## config.mk

```make
export PLATFORM = sky130hd
export DESIGN_NAME = adder_arbiter
export DESIGN_NICKNAME = d
export VERILOG_FILES = /design/src/rtl/adder_arb_pkg.sv /design/src/rtl/rr_arbiter.sv /design/src/rtl/adder_arbiter.sv
export SDC_FILE = /design/constraint.sdc
export NUM_CORES = 1
export LEC_CHECK = 0
export BUFFER_PORTS_ARGS = -buffer_cell sky130_fd_sc_hd__clkbuf_2
export CORE_AREA = 2 2 120 122
export DETAILED_ROUTE_END_ITERATION = 12
export DIE_AREA = 0 0 122 124
export PLACE_DENSITY_LB_ADDON = 0.3
export SLEW_MARGIN = 40
export SYNTH_ARGS = -nofsm -noshare
export SYNTH_HDL_FRONTEND = slang
export SYNTH_SLANG_ARGS = --single-unit
```

## constraint.sdc

```tcl
create_clock -name clk -period 6.7 [get_ports clk]
set_input_delay 0.335 -clock clk [delete_from_list [all_inputs] [get_ports clk]]
set_output_delay 0.335 -clock clk [all_outputs]
set_load 0.02 [all_outputs]
```

## src/rtl/adder_arb_pkg.sv

```systemverilog
// Shared types and helpers for the adder_arbiter slice: requester index type,
// result-stage state encoding and the round-robin pointer advance function.
package adder_arb_pkg;

  // Largest supported requester count; the index type is sized to hold it.
  localparam int N_REQ_MAX = 8;

  typedef logic [2:0] req_idx_t;

  typedef enum logic [0:0] {
    ST_EMPTY = 1'b0,
    ST_FULL  = 1'b1
  } state_t;

  // Next round-robin start position: one past idx, wrapping at n_req.
  function automatic req_idx_t rr_next(input req_idx_t idx, input int n_req);
    req_idx_t nxt;
    if (int'(idx) >= n_req - 1) begin
      nxt = 3'd0;
    end else begin
      nxt = idx + 3'd1;
    end
    return nxt;
  endfunction

endpackage

```

## src/rtl/rr_arbiter.sv

```systemverilog
// Combinational round-robin arbiter: picks the first asserted request at or
// after ptr, searching upward modulo N_REQ. Returns a one-hot grant, the
// granted index and a flag telling whether anything was granted.
module rr_arbiter
  import adder_arb_pkg::*;
#(
  parameter int N_REQ = 4
) (
  input  logic [N_REQ-1:0] req,
  input  logic [2:0]       ptr,
  output logic [N_REQ-1:0] gnt,
  output logic [2:0]       gnt_idx,
  output logic             gnt_any
);

  logic [2*N_REQ-1:0] req_dbl_s;
  logic [2*N_REQ-1:0] gnt_dbl_s;
  logic [N_REQ-1:0]   rot_req_s;
  logic [N_REQ-1:0]   rot_gnt_s;

  // Rotate requests so ptr sits at bit 0, take the lowest set bit, rotate back.
  always_comb begin
    req_dbl_s = {req, req} >> ptr;
    rot_req_s = req_dbl_s[N_REQ-1:0];
    rot_gnt_s = {N_REQ{1'b0}};
    gnt_any   = 1'b0;
    for (int k = 0; k < N_REQ; k++) begin
      if (rot_req_s[k] && !gnt_any) begin
        rot_gnt_s[k] = 1'b1;
        gnt_any      = 1'b1;
      end else begin
      end
    end
    gnt_dbl_s = {rot_gnt_s, rot_gnt_s} << ptr;
    gnt       = gnt_dbl_s[2*N_REQ-1 -: N_REQ];
    gnt_idx   = 3'd0;
    for (int m = 0; m < N_REQ; m++) begin
      if (gnt[m]) begin
        gnt_idx = 3'(m);
      end else begin
      end
    end
  end

endmodule

```

## src/rtl/adder_arbiter.sv

```systemverilog
// Shares one WIDTH-bit adder among N_REQ requesters with round-robin grants
// and a single registered result stage (1-cycle latency, full throughput
// while the owning consumer drains every cycle).
// Optional build macro: ADDER_ARB_STATS_EN adds stat_grants / stat_stalls.
module adder_arbiter
  import adder_arb_pkg::*;
#(
  parameter int N_REQ = 4,
  parameter int WIDTH = 32
) (
  input  logic                   clk,
  input  logic                   rst,
  input  logic [N_REQ-1:0]       req_valid,
  output logic [N_REQ-1:0]       req_ready,
  input  logic [N_REQ*WIDTH-1:0] req_a,
  input  logic [N_REQ*WIDTH-1:0] req_b,
  output logic [N_REQ-1:0]       rsp_valid,
  input  logic [N_REQ-1:0]       rsp_ready,
  output logic [WIDTH-1:0]       rsp_data,
  output logic                   rsp_carry
`ifdef ADDER_ARB_STATS_EN
  ,
  output logic [31:0]            stat_grants,
  output logic [31:0]            stat_stalls
`endif
);

  state_t           state_q, state_d;
  logic [2:0]       ptr_q, ptr_d;
  logic [N_REQ-1:0] rsp_valid_q, rsp_valid_d;
  logic [WIDTH-1:0] rsp_data_q, rsp_data_d;
  logic             rsp_carry_q, rsp_carry_d;

  logic [N_REQ-1:0] arb_gnt_s;
  logic [2:0]       arb_idx_s;
  logic             arb_any_s;
  logic             drain_s;
  logic             free_s;
  logic             grant_s;
  logic [WIDTH-1:0] a_sel_s;
  logic [WIDTH-1:0] b_sel_s;
  logic [WIDTH:0]   sum_s;

  rr_arbiter #(
    .N_REQ (N_REQ)
  ) u_arb (
    .req     (req_valid),
    .ptr     (ptr_q),
    .gnt     (arb_gnt_s),
    .gnt_idx (arb_idx_s),
    .gnt_any (arb_any_s)
  );

  // Stage is free when empty or when its owner takes the result this cycle;
  // grants are suppressed entirely while reset is asserted.
  always_comb begin
    drain_s = |(rsp_valid_q & rsp_ready);
    free_s  = (state_q == ST_EMPTY) || drain_s;
    if (!rst && free_s && arb_any_s) begin
      grant_s = 1'b1;
    end else begin
      grant_s = 1'b0;
    end
    req_ready = grant_s ? arb_gnt_s : {N_REQ{1'b0}};
  end

  // Select the granted requester's operands and form the carry-extended sum.
  always_comb begin
    a_sel_s = {WIDTH{1'b0}};
    b_sel_s = {WIDTH{1'b0}};
    for (int i = 0; i < N_REQ; i++) begin
      if (arb_gnt_s[i]) begin
        a_sel_s = req_a[i*WIDTH +: WIDTH];
        b_sel_s = req_b[i*WIDTH +: WIDTH];
      end else begin
      end
    end
    sum_s = {1'b0, a_sel_s} + {1'b0, b_sel_s};
  end

  // Result-stage FSM: load on grant, release on drain, hold otherwise.
  always_comb begin
    state_d     = state_q;
    ptr_d       = ptr_q;
    rsp_valid_d = rsp_valid_q;
    rsp_data_d  = rsp_data_q;
    rsp_carry_d = rsp_carry_q;
    case (state_q)
      ST_EMPTY: begin
        if (grant_s) begin
          state_d = ST_FULL;
        end else begin
          state_d = ST_EMPTY;
        end
      end
      ST_FULL: begin
        if (grant_s) begin
          state_d = ST_FULL;
        end else if (drain_s) begin
          state_d     = ST_EMPTY;
          rsp_valid_d = {N_REQ{1'b0}};
        end else begin
          state_d = ST_FULL;
        end
      end
      default: begin
        state_d     = ST_EMPTY;
        rsp_valid_d = {N_REQ{1'b0}};
      end
    endcase
    if (grant_s) begin
      rsp_valid_d = arb_gnt_s;
      rsp_data_d  = sum_s[WIDTH-1:0];
      rsp_carry_d = sum_s[WIDTH];
      ptr_d       = rr_next(arb_idx_s, N_REQ);
    end else begin
    end
  end

  // State, pointer and result registers with synchronous reset.
  always_ff @(posedge clk) begin
    if (rst) begin
      state_q     <= ST_EMPTY;
      ptr_q       <= 3'd0;
      rsp_valid_q <= {N_REQ{1'b0}};
      rsp_data_q  <= {WIDTH{1'b0}};
      rsp_carry_q <= 1'b0;
    end else begin
      state_q     <= state_d;
      ptr_q       <= ptr_d;
      rsp_valid_q <= rsp_valid_d;
      rsp_data_q  <= rsp_data_d;
      rsp_carry_q <= rsp_carry_d;
    end
  end

  assign rsp_valid = rsp_valid_q;
  assign rsp_data  = rsp_data_q;
  assign rsp_carry = rsp_carry_q;

`ifdef ADDER_ARB_STATS_EN
  logic [31:0] stat_grants_q, stat_grants_d;
  logic [31:0] stat_stalls_q, stat_stalls_d;

  // Count grants, and cycles where someone asked but nobody was granted.
  always_comb begin
    stat_grants_d = stat_grants_q;
    stat_stalls_d = stat_stalls_q;
    if (grant_s) begin
      stat_grants_d = stat_grants_q + 32'd1;
    end else if (|req_valid) begin
      stat_stalls_d = stat_stalls_q + 32'd1;
    end else begin
    end
  end

  // Statistics registers, cleared by reset, wrapping naturally.
  always_ff @(posedge clk) begin
    if (rst) begin
      stat_grants_q <= 32'd0;
      stat_stalls_q <= 32'd0;
    end else begin
      stat_grants_q <= stat_grants_d;
      stat_stalls_q <= stat_stalls_d;
    end
  end

  assign stat_grants = stat_grants_q;
  assign stat_stalls = stat_stalls_q;
`endif

endmodule

```

Word level (Yosys, flattened, before mapping)
Index checks and enable logic that the tools add are counted.
{ "op_classes": {"mux": 28, "n_shift": 2, "n_reduce_logical": 14, "magnitude_cmp": 1, "n_bitwise": 2, "add_sub_neg": 2} }
{ "ops": {"columns": ["operator", "count"], "rows": [
  ["$mux 32", 8],
  ["$add 32x32->33", 1],
  ["$mux 4", 4],
  ["$mux 1", 12],
  ["$shl 8x3->8", 1],
  ["$shr 8x3->4", 1],
  ["$logic_and 1x1->1", 5],
  ["$and 4x4->4", 1],
  ["$logic_not 1->1", 4],
  ["$mux 2", 2],
  ["$reduce_bool 2->1", 2],
  ["$reduce_or 4->1", 1],
  ["$add 3x1->3 const B", 1],
  ["$ge 3x2->1 const B", 1],
  ["$mux 3", 1],
  ["$pmux 1 s2", 1],
  ["$reduce_and 2->1", 1],
  ["$logic_or 1x1->1", 1],
  ["$not 1->1", 1]
]} }
{ "word_totals": {"ff_bits": 41, "elab_cells": 54, "output_inout_bits": 41, "input_bits": 266} }

Depth between registers and ports, before layout
Gate-level depths: netlist of run 1.
{ "depth": {"word_depth": 17, "mapped_depth": 18, "mapped_depth_nobuf": 16} }

By module
Synthesis of run 1 repeated with hierarchy kept, for this count alone.
{ "hier_totals": {"hier_cells": 804, "hier_area_um2": 5232.5} }
{ "modules_own_cells": {"columns": ["mod", "area_each_um2", "cells_per_inst", "instances", "seq_area_each_um2"], "rows": [
  ["adder_arbiter", 4982.3, 764, 1, 820.8],
  ["rr_arbiter", 250.2, 40, 1, 0.0]
]} }

Worst setup path before layout of run 1
No wires, ideal clock.
{ "synth_path": {"path_type": "reg-to-reg", "startpoint": "register ptr_q[1]", "endpoint": "register rsp_data_q[28] (netlist: rsp_data[28])", "synth_period_minus_slack_ns": 3.701, "setup_time_ns": 0.125, "slack_ns": 2.999, "t_required_ns": 6.575, "arrival_time_ns": 3.576, "n_path_buf": 2, "path_stages_with_launch": 19, "cell_sequence": "dfxtp_1 inv_1 nor2_1 o22ai_1 and2_1 clkbuf_1 clkbuf_1 a221oi_1 a21oi_1 ha_1 fa_1 a21o_1 a221oi_2 o221ai_2 o21ai_2 a2111oi_2 nor3_2 xor2_1 o21ai_1"} }
{ "synth_via": {"elab_chain_len": 17, "elab_cells_between_ends": 26, "classes_between": "add/sub (1); shift (2); mux (16); reduce/logical (7)"} }
{ "synth_lines": {"columns": ["item", "line_no", "rtl"], "rows": [
  ["start, declared", "adder_arbiter.sv:29", "logic [2:0] ptr_q, ptr_d;"],
  ["start signal, assigned", "adder_arbiter.sv:130", "ptr_q <= ptr_d;"],
  ["$shr 8x3->4", "rr_arbiter.sv:23", "req_dbl_s = {req, req} >> ptr;"],
  ["$mux 1", "rr_arbiter.sv:28", "if (rot_req_s[k] && !gnt_any) begin"],
  ["$logic_not 1->1", "rr_arbiter.sv:28", null],
  ["$logic_and 1x1->1", "rr_arbiter.sv:28", null],
  ["$mux 1", "rr_arbiter.sv:28", null],
  ["$logic_not 1->1", "rr_arbiter.sv:28", null],
  ["$logic_and 1x1->1", "rr_arbiter.sv:28", null],
  ["$mux 1", "rr_arbiter.sv:28", null],
  ["$logic_not 1->1", "rr_arbiter.sv:28", null],
  ["$logic_and 1x1->1", "rr_arbiter.sv:28", null],
  ["$mux 1", "rr_arbiter.sv:28", null],
  ["$shl 8x3->8", "rr_arbiter.sv:34", "gnt_dbl_s = {rot_gnt_s, rot_gnt_s} << ptr;"],
  ["$mux 32 (4 in series)", "adder_arbiter.sv:72", "if (arb_gnt_s[i]) begin"],
  ["$add 32x32->33", "adder_arbiter.sv:78", "sum_s = {1'b0, a_sel_s} + {1'b0, b_sel_s};"],
  ["end signal, assigned", "adder_arbiter.sv:126", "rsp_data_q <= {WIDTH{1'b0}};"],
  ["end signal, assigned", "adder_arbiter.sv:132", "rsp_data_q <= rsp_data_d;"],
  ["end, declared", "adder_arbiter.sv:31", "logic [WIDTH-1:0] rsp_data_q, rsp_data_d;"]
]} }
Parallel ways exist; a longest one is shown, timed or not.
A chain may end at the register's enable or synchronous reset.

Worst setup path in the final report of run 1
Same ends and word-level chain as after synthesis.

==> results of run 1 <==
-- sequential cells by signal, summed over array words and instances (netlist names) --
signal	count
ptr_q	2
rsp_carry	1
rsp_data	32
rsp_valid	4
state_q	1
-- critical path: stages, from the launching register on --
cell	delay, ns
dfxtp_1	0.49
inv_1	0.16
o221a_2	0.57
a221oi_1	0.37
a21oi_1	0.14
ha_1	0.24
fa_1	0.40
a21o_1	0.22
a221oi_2	0.46
o221ai_2	0.18
o21ai_2	0.23
a2111oi_2	0.11
nor3_2	0.27
xor2_1	0.17
o21ai_1	0.07
-- worst paths after layout --
path | startpoint | to | slack [ns] | depth (start not counted)
worst min-delay path | rst | state_q | 0.33 | 2
worst max register to register | ptr_q[1] | rsp_data[28] | 2.46 | 14
worst min register to register | rsp_data[24] | rsp_data[24] | 0.46 | 2
worst max-delay path | ptr_q[1] | rsp_data[28] | 2.46 | 14
-- layout by cell type (no fill, tap or decap), types with 5 or more instances in the layout --
| cell | count |
|---|---|
| ha_1 | 33 |
| inv_1 | 8 |
| xor2_1 | 14 |
| dfxtp_1 | 40 |
| a21o_1 | 15 |
| a221oi_1 | 48 |
| nor2_1 | 78 |
| xnor2_1 | 12 |
| a222oi_1 | 17 |
| a21oi_1 | 90 |
| clkbuf_16 | 5 |
| o21ai_0 | 30 |
| nand2_1 | 112 |
| nand4_1 | 10 |
| o21bai_1 | 6 |
| nor2b_1 | 5 |
| o21ai_1 | 6 |
| buf_4 | 8 |
| clkbuf_2 | 306 |
| nand3_1 | 36 |
| a31oi_1 | 8 |
-- metrics by stage --
stage / instances / util / instance area (sq um) / worst slack [ns] / hold slack [ns]
after detailed placement: 1124 / 0.457 / 6270 / 2.35 / 0.452
after floorplan: 689 / - / 4640 / 3.00 / 0.512
after global routing: 1133 / 0.471 / 6460 / 2.19 / 0.352
final: 1133 / 0.471 / 6460 / 2.46 / 0.332
after global placement: 1123 / 0.456 / 6250 / 2.37 / 0.445
after CTS: 1132 / 0.470 / 6450 / 2.33 / 0.337
-- cell families after synthesis --
| group | count (synthesis) | share of synthesized area |
|---|---|---|
| AO/OA/AOI/OAI | 255 | 0.382 |
| XOR/XNOR | 26 | 0.0490 |
| adder cells (fa/ha/maj) | 34 | 0.0932 |
| buffers and inverters | 69 | 0.0574 |
| flip-flops | 40 | 0.172 |
| AND/OR/NAND/NOR | 265 | 0.246 |
-- report_power, final --
part | internal, mW | leakage, nW | switching (mW)
Combinational | 0.564 | 2.77 | 0.906
Clock | 0.196 | 0.0901 | 0.0958
Sequential | 0.329 | 0.331 | 0.0529
-- metal layers --
layer,up-vias,wire (um),part of all wire,track usage
li1,3104,-,-,-
met1,2871,7760,0.39,0.293
met2,318,9810,0.49,0.478
met3,51,1650,0.082,0.0467
met4,0,806,0.040,0.112
met5,-,0,0,0
-- final cells by class --
class,count,area (sq um)
Antenna cell,1,2.50
Clock buffer,7,153
Clock inverter,1,30.0
Fill cell,1469,7260
Inverter,9,33.8
Multi-Input combinational cell,580,3610
Sequential cell,40,801
Tap cell,180,225
Timing Repair Buffer,315,1610
==> flow_summary.toml, run 1 <==
[clock_tree]
post-cts-setup-buffers = 0
numCtsBuffers = 5
cts-resized-gates = 0
clkTransAtPathRegs_ns = 0.06
htreeDepth = 2
cts_tree = "yes"
clkLatencyLatePin_ns = 0.28
hold_buffers = 0
cts_buffer_depth = 2
cts_root_buf = "clkbuf_16"
clkSinkCount = 40

[synthesis]
ys_seq_area_frac = 0.172
syn_area_per_cell_sq_um = 6.74
synth_edf_count = 0
ys.flop_type = "dfxtp_1"
synth_area_leaders = "dfxtp_1 17%, a21oi_1 9.7%, nand2_1 9.1%"
syn-instance-count = 689
mappedNetlistArea_sq_um = 4640
syn-num-nets = 989
ys_seq_elements = 40
yosysTopAreaCellShare = 0.172
ys_warn_count = 0
yosysTopAreaCell = "dfxtp_1"
synth-async-reset-ratio = 0
yosysMostFrequentCell = "nand2_1"
synth_common_cells = "113 x nand2_1, 90 x a21oi_1, 78 x nor2_1"
post_synth_num_cell_types = 55

[floorplan]
ios = 307
die_y_um = 124
die_area_sq_um = 15100
std_cell_rows = 43
fp.dieW_um = 122
core_area_sq_um = 13700
initial_core_util = 0.339

[global_routing]
grt_pass1_wl_um = 30800
grt_pass1_vias = 6232
track_usage = 0.260
grt-ovfl-total = 0
antenna_found_initial = 1
grt_max_degree = 64

[finish]
fin_nets = 1251
area_growth_pct = 39.1
drive_above_1_share = 0.361

[placement]
dp.final_hpwl_um = 16500
port_buffers = 306
routabilityCongestion = 0.961

[critical_path]
crit_path_end_kind = "flip-flop"
cp-start-kind = "flip-flop"
path_class = "reg2reg"
worstPathRequired_ns = 6.84
critPathMaxFanout = 37
crit_arrival_ns = 4.38

[drt]
drt-total-wl_um = 20000
drc_errors = 0
ant_nets = 0
wl_per_cell_um = 17.7
avgViaCountPerCell = 5.60
drt_first_pass_iters = 6
vias = 6344
drtIter0Drc = 370

[worst_hold_path]
hold_path_class = "in2reg"

[power]
ir_worst_vdd_mv = 0.122
cellLeakagePower_nw = 3.20
p_per_area_nw_per_um2 = 332
total_power_mw = 2.14

[timing]
grt_setup_unrepaired = "no"
max_freq_mhz = 236
drv_slew = 0
setup-tns-final_ns = 0
period_minus_slack_ns = 4.24
maxSlewHeadroom = 0.460
skew_ns = 0.00655
finalHoldViolCount = 0
worst_pin_slew_ns = 0.810
setup_viol = 0
post-route-period-util = 0.633

[run]
cap_violations = 0

[status]
run_status = "finished clean"
Note: power is estimated with default switching activity, not from simulation.
==> run 2, diff against run 1 <==
==> constraint.sdc (replaced) <==
create_clock -name clk -period 3.8 [get_ports clk]
set_input_delay 0.19 -clock clk [delete_from_list [all_inputs] [get_ports clk]]
set_output_delay 0.19 -clock clk [all_outputs]
set_load 0.02 [all_outputs]
==> flow_summary.toml, run 2 (synthesis results as in run 1) <==
[clock_tree]
cts_buffer_depth = 2
clkLatencyLatePin_ns = 0.28
cts_root_buf = "clkbuf_16"
numCtsBuffers = 5
clkTransAtPathRegs_ns = 0.06
clkSinkCount = 40
hold_buffers = 0
cts_tree = "yes"
htreeDepth = 2

[critical_path]
slowest_stage = "dfxtp_2"
path_class = "reg2reg"
worstPathRequired_ns = 3.94
cp-start-kind = "flip-flop"
worst-path-buf-inv = 2
crit_family = "compound AO/OA/AOI/OAI gates"
max_stage_delay_ns = 0.36
crit_path_end_kind = "flip-flop"
critPathMaxFanout = 6
crit_arrival_ns = 3.76
worstPathCellList = "inv_2 -> nor2_1 -> o22ai_2 -> and2_4 -> a221oi_1 -> a21oi_1 -> ha_1 -> fa_2 -> a21o_1 -> a221oi_2 -> buf_4 -> o221ai_2 -> o21ai_2 -> a2111oi_2 -> nor3_2 -> xor2_1 -> o21ai_1"

[power]
p_per_area_nw_per_um2 = 579
ir_worst_vdd_mv = 0.265
cellLeakagePower_nw = 3.47

[timing]
skew_ns = 0.00473
period_minus_slack_ns = 3.62
maxSlewHeadroom = 0.473
setup-tns-final_ns = 0
setup_viol = 0
finalHoldViolCount = 0
worst_pin_slew_ns = 0.788
drv_slew = 0
holdWs_ns = 0.210
max_freq_mhz = 276
post-route-period-util = 0.952
grt_setup_unrepaired = "no"

[finish]
fin_cells = 1187
layout_common_cells = "306 x clkbuf_2, 112 x nand2_1, 82 x a21oi_1"
largest_reg_flops = 32
area_growth_pct = 51.9
fin_nets = 1305
regArea_sq_um = 803
final_common_cell = "clkbuf_2"
drive_above_1_share = 0.421
fin_util = 0.514
multi_input_area_sq_um = 3780
nFillCells = 1424

[floorplan]
core_area_sq_um = 13700
die_y_um = 124
initial_core_util = 0.339
std_cell_rows = 43
fp.dieW_um = 122
die_area_sq_um = 15100
ios = 307

[drt]
ant_nets = 0
avgViaCountPerCell = 5.59
drtIter0Drc = 510
drt-total-wl_um = 21200
vias = 6638
wl_per_cell_um = 17.9
drt_first_pass_iters = 7
drc_errors = 0

[global_routing]
track_usage = 0.270
antenna_found_initial = 1
grt_pass1_wl_um = 32100
grt-ovfl-total = 0
grt_pass1_vias = 6406
grt_max_degree = 43

[worst_hold_path]
hold_path_class = "in2reg"

[placement]
dpl.cell_count = 1159
routabilityCongestion = 0.965
port_buffers = 306
dp.final_hpwl_um = 17300

[run]
cap_violations = 0

[status]
run_status = "finished clean"
[run 2: cell types whose count changed in the layout (fill, tap and decap cells not counted), moves of 3 or more]
| cell | before | now |
|---|---|---|
| buf_4 | 8 | 55 |
| a21oi_1 | 90 | 82 |
| a21oi_2 | 0 | 8 |
| a221oi_1 | 48 | 41 |
| a221oi_2 | 1 | 8 |
| buf_12 | 0 | 4 |
| ha_1 | 33 | 29 |
| ha_4 | 0 | 3 |
[run 2: path summary, 6_finish.rpt]
check | startpoint | to | slack [ns] | depth (start not counted)
setup / recovery | ptr_q[1] | rsp_data[28] | 0.18 | 17
hold / removal | rst | rsp_valid[3] | 0.21 | 2
setup reg to reg | ptr_q[1] | rsp_data[28] | 0.18 | 17
hold reg to reg | rsp_data[22] | rsp_data[22] | 0.46 | 2
[run 2: metrics by stage]
step / setup slack (ns) / area (sq um) / total power, mW
floorplan: 0.0987 / 4640 / 2.45
finish: 0.181 / 7050 / 4.08
detailed placement: 0.0642 / 6570 / 3.41
global placement: 0.104 / 6570 / 3.41
global route: 0.00603 / 7050 / 4.39
CTS: 0.0392 / 6740 / 3.92
[run 2: area by class of cell]
| class | count | area share |
|---|---|---|
| timing repair buffer | 367 | 0.289 |
| inverter | 9 | 0.00479 |
| sequential | 40 | 0.114 |
| clock inverter | 2 | 0.00497 |
| antenna | 1 | 0.000355 |
| tap | 180 | 0.0319 |
| clock buffer | 6 | 0.0183 |
| multi-input combinational | 582 | 0.536 |
[run 2: metal layers]
metal	up-vias	global-route usage	part of all wire
met5	-	0	0
met4	0	0.109	0.036
met3	48	0.0435	0.066
met2	325	0.498	0.50
met1	3042	0.309	0.40
li1	3223	-	-
[run 2: where the power goes]
part           total (mW)  internal [mW]  leakage, nW  switching, mW
Sequential          0.677          0.581        0.331         0.0963
Clock               0.483          0.309       0.0808          0.174
Combinational        2.92           1.22         3.06           1.70
Total                4.08           2.11         3.47           1.97
[run 2: worst reg2reg max path, stage by stage, from the launching register on]
cell and delay, ns:
dfxtp_2 0.36, inv_2 0.07, nor2_1 0.13, o22ai_2 0.13, and2_4 0.20, a221oi_1 0.33, a21oi_1 0.14, ha_1 0.23
fa_2 0.36, a21o_1 0.21, a221oi_2 0.22, buf_4 0.17, o221ai_2 0.10, o21ai_2 0.22, a2111oi_2 0.10, nor3_2 0.26
xor2_1 0.18, o21ai_1 0.07
[run 2: repair_timing]
action / 4_1_cts / 5_1_grt
buffers inserted: 0 / 17
resized for setup: 0 / 35
setup endpoints to repair: 0 / 20
==> run 3, diff against run 2 <==
--- a/config.mk
+++ b/config.mk
@@ -6,11 +6,13 @@
 export NUM_CORES = 1
 export LEC_CHECK = 0
 export BUFFER_PORTS_ARGS = -buffer_cell sky130_fd_sc_hd__clkbuf_2
-export CORE_AREA = 2 2 120 122
+export CORE_ASPECT_RATIO = 1.75
+export CORE_MARGIN = 2
+export CORE_UTILIZATION = 36
 export DETAILED_ROUTE_END_ITERATION = 12
-export DIE_AREA = 0 0 122 124
 export PLACE_DENSITY_LB_ADDON = 0.3
 export SLEW_MARGIN = 40
 export SYNTH_ARGS = -nofsm -noshare
 export SYNTH_HDL_FRONTEND = slang
+export SYNTH_HIERARCHICAL = 1
 export SYNTH_SLANG_ARGS = --single-unit
==> flow_summary.toml, run 3 <==
[status]
run_status = "complete, but fails checks"
violations = "setup timing"

[synthesis]
yosysTopAreaCellShare = 0.157
yosysTopAreaCell = "dfxtp_1"
post_synth_num_cell_types = 67
synth_area_leaders = "dfxtp_1 16%, a21oi_1 12%, a22oi_1 9.3%"
syn-instance-count = 804
synth_edf_count = 0
ys_seq_elements = 41
ys.flop_type = "dfxtp_1"
syn_area_per_cell_sq_um = 6.51
ys_seq_area_frac = 0.157
synth_common_cells = "121 x a21oi_1, 121 x nand2_1, 86 x nor2_1"
ys_warn_count = 6
mappedNetlistArea_sq_um = 5230
synth-async-reset-ratio = 0
syn-num-nets = 1105

[global_routing]
antenna_found_initial = 1
grt_pass1_wl_um = 34500
grt_max_degree = 52
grt-ovfl-total = 0
grt_pass1_vias = 7347
track_usage = 0.284

[floorplan]
fp.dieW_um = 95.1
initial_core_util = 0.366
die_area_sq_um = 15600
core_area_sq_um = 14300
die_y_um = 163
ios = 307
std_cell_rows = 58

[worst_hold_path]
hold_path_startpoint = "rsp_ready[1]"
hold_path_class = "in2reg"
holdPathEnd = "state_q"
holdPathStages = 4

[drt]
wl_per_cell_um = 16.7
vias = 7607
drt_first_pass_iters = 5
drtIter0Drc = 265
ant_nets = 0
drt-total-wl_um = 23300
avgViaCountPerCell = 5.46
drc_errors = 0

[clock_tree]
clkSinkCount = 41
cts_root_buf = "clkbuf_16"
clkLatencyLatePin_ns = 0.28
cts_buffer_depth = 2
numCtsBuffers = 5
clkTransAtPathRegs_ns = 0.06
htreeDepth = 2
cts_tree = "yes"
hold_buffers = 0

[critical_path]
slowest_stage = "a221oi_4"
regToRegEndpoint = "rsp_data[28]"
worst-path-buf-inv = 3
crit_arrival_ns = 4.36
path_class = "reg2reg"
max_stage_delay_ns = 0.39
cp-start-kind = "flip-flop"
crit_family = "simple AND/OR/NAND/NOR gates"
r2r_setup_slack_ns = -0.36
crit_path_end_kind = "flip-flop"
worstPathCellList = "or3b_4 -> or3_4 -> o311ai_4 -> nor2b_4 -> buf_12 -> buf_16 -> a22oi_2 -> nor2_1 -> a21oi_1 -> o21ai_1 -> ha_4 -> a211oi_4 -> o21ai_2 -> a221oi_4 -> nor4_4 -> nor4_4 -> buf_4 -> o21a_1 -> o21ai_1 -> a21oi_1"
worstPathRequired_ns = 4.00
r2r-start = "ptr_q[0]"
r2r_cells = 20
critical_path_depth = 20
critPathMaxFanout = 5

[timing]
max_freq_mhz = 240
maxSlewHeadroom = 0.595
skew_ns = 0.00312
post-route-period-util = 1.09
finalHoldViolCount = 0
fin_ws_ns = -0.359
setup_viol = 22
period_minus_slack_ns = 4.16
drv_slew = 0
worst_pin_slew_ns = 0.608
holdWs_ns = 0.357
grt_setup_unrepaired = "yes"

[placement]
port_buffers = 306
dp.final_hpwl_um = 18600
dpl.cell_count = 1359
place_ws_ns = -0.404
routabilityCongestion = 0.938

[power]
total_power_mw = 3.37
ir_worst_vdd_mv = 0.205
cellLeakagePower_nw = 4.25
p_per_area_nw_per_um2 = 396

[finish]
area_growth_pct = 62.6
nFillCells = 1410
drive_above_1_share = 0.441
regArea_sq_um = 823
largest_reg_flops = 32
fin_nets = 1511
fin_cells = 1392
multi_input_area_sq_um = 4490
final_common_cell = "clkbuf_2"
layout_common_cells = "305 x clkbuf_2, 138 x buf_4, 120 x nand2_1"

[run]
cap_violations = 0
[run 3: cell families (layout without fill, tap and decap cells)]
family	count (synthesis)	count (layout)	synth area share
AO/OA/AOI/OAI	354	354	0.423
AND/OR/NAND/NOR	283	285	0.251
buffers and inverters	72	477	0.0528
flip-flops	41	41	0.157
adder cells (fa/ha/maj)	35	35	0.0851
XOR/XNOR	16	16	0.0268
multiplexers	2	2	0.00383
other	1	2	0.000717
[run 3: report_power, final]
part           switching [mW]  leakage, nW  internal [mW]
sequential             0.0568        0.339          0.522
combinational            1.28         3.85           1.11
clock                   0.160       0.0652          0.244
[run 3: worst max-delay path by stage]
stage	startpoint	to
after floorplan	ptr_q[0]	rsp_data[26]
after global placement	req_valid[3]	rsp_data[25]
after detailed placement	ptr_q[0]	rsp_data[30]
after CTS	ptr_q[0]	rsp_data[30]
after global routing	ptr_q[0]	rsp_data[30]
final	ptr_q[0]	rsp_data[28]
[run 3: metrics by stage]
step / setup TNS [ns] / util / cell area [sq um]
floorplan: -0.114 / - / 5300
global placement: -4.85 / 0.547 / 7820
detailed placement: -5.55 / 0.547 / 7820
CTS: -3.40 / 0.580 / 8290
global route: -9.21 / 0.595 / 8510
finish: -4.55 / 0.595 / 8510
[run 3: final cells by class]
| cell class | instances | share of cell area |
|---|---|---|
| inverter | 13 | 0.00573 |
| timing repair buffer | 456 | 0.327 |
| tap | 180 | 0.0265 |
| clock buffer | 8 | 0.0160 |
| antenna | 1 | 0.000294 |
| multi-input combinational | 693 | 0.527 |
| sequential | 41 | 0.0968 |
[run 3: layer usage]
| layer | routed length, um | vias to the layer above | track usage | part of all wire |
|---|---|---|---|---|
| li1 | - | 3759 | - | - |
| met3 | 1590 | 99 | 0.0470 | 0.068 |
| met5 | 0 | - | 0 | 0 |
| met4 | 1610 | 0 | 0.169 | 0.069 |
| met1 | 7700 | 3397 | 0.272 | 0.33 |
| met2 | 12400 | 352 | 0.545 | 0.53 |
[run 3: repair_timing]
action,in CTS,in global routing
buffers inserted,9,10
pin swaps,17,20
resized for setup,60,33
endpoints found under the setup margin,23,27
gates cloned,2,2
[run 3: worst reg2reg max path, cell delays in order (launching register included)]
cell and delay [ns]:
dfxtp_2 0.32, or3b_4 0.37, or3_4 0.35, o311ai_4 0.08
nor2b_4 0.26, buf_12 0.14, buf_16 0.12, a22oi_2 0.05
nor2_1 0.09, a21oi_1 0.06, o21ai_1 0.24, ha_4 0.26
a211oi_4 0.28, o21ai_2 0.10, a221oi_4 0.39, nor4_4 0.10
nor4_4 0.36, buf_4 0.18, o21a_1 0.11, o21ai_1 0.06
a21oi_1 0.14
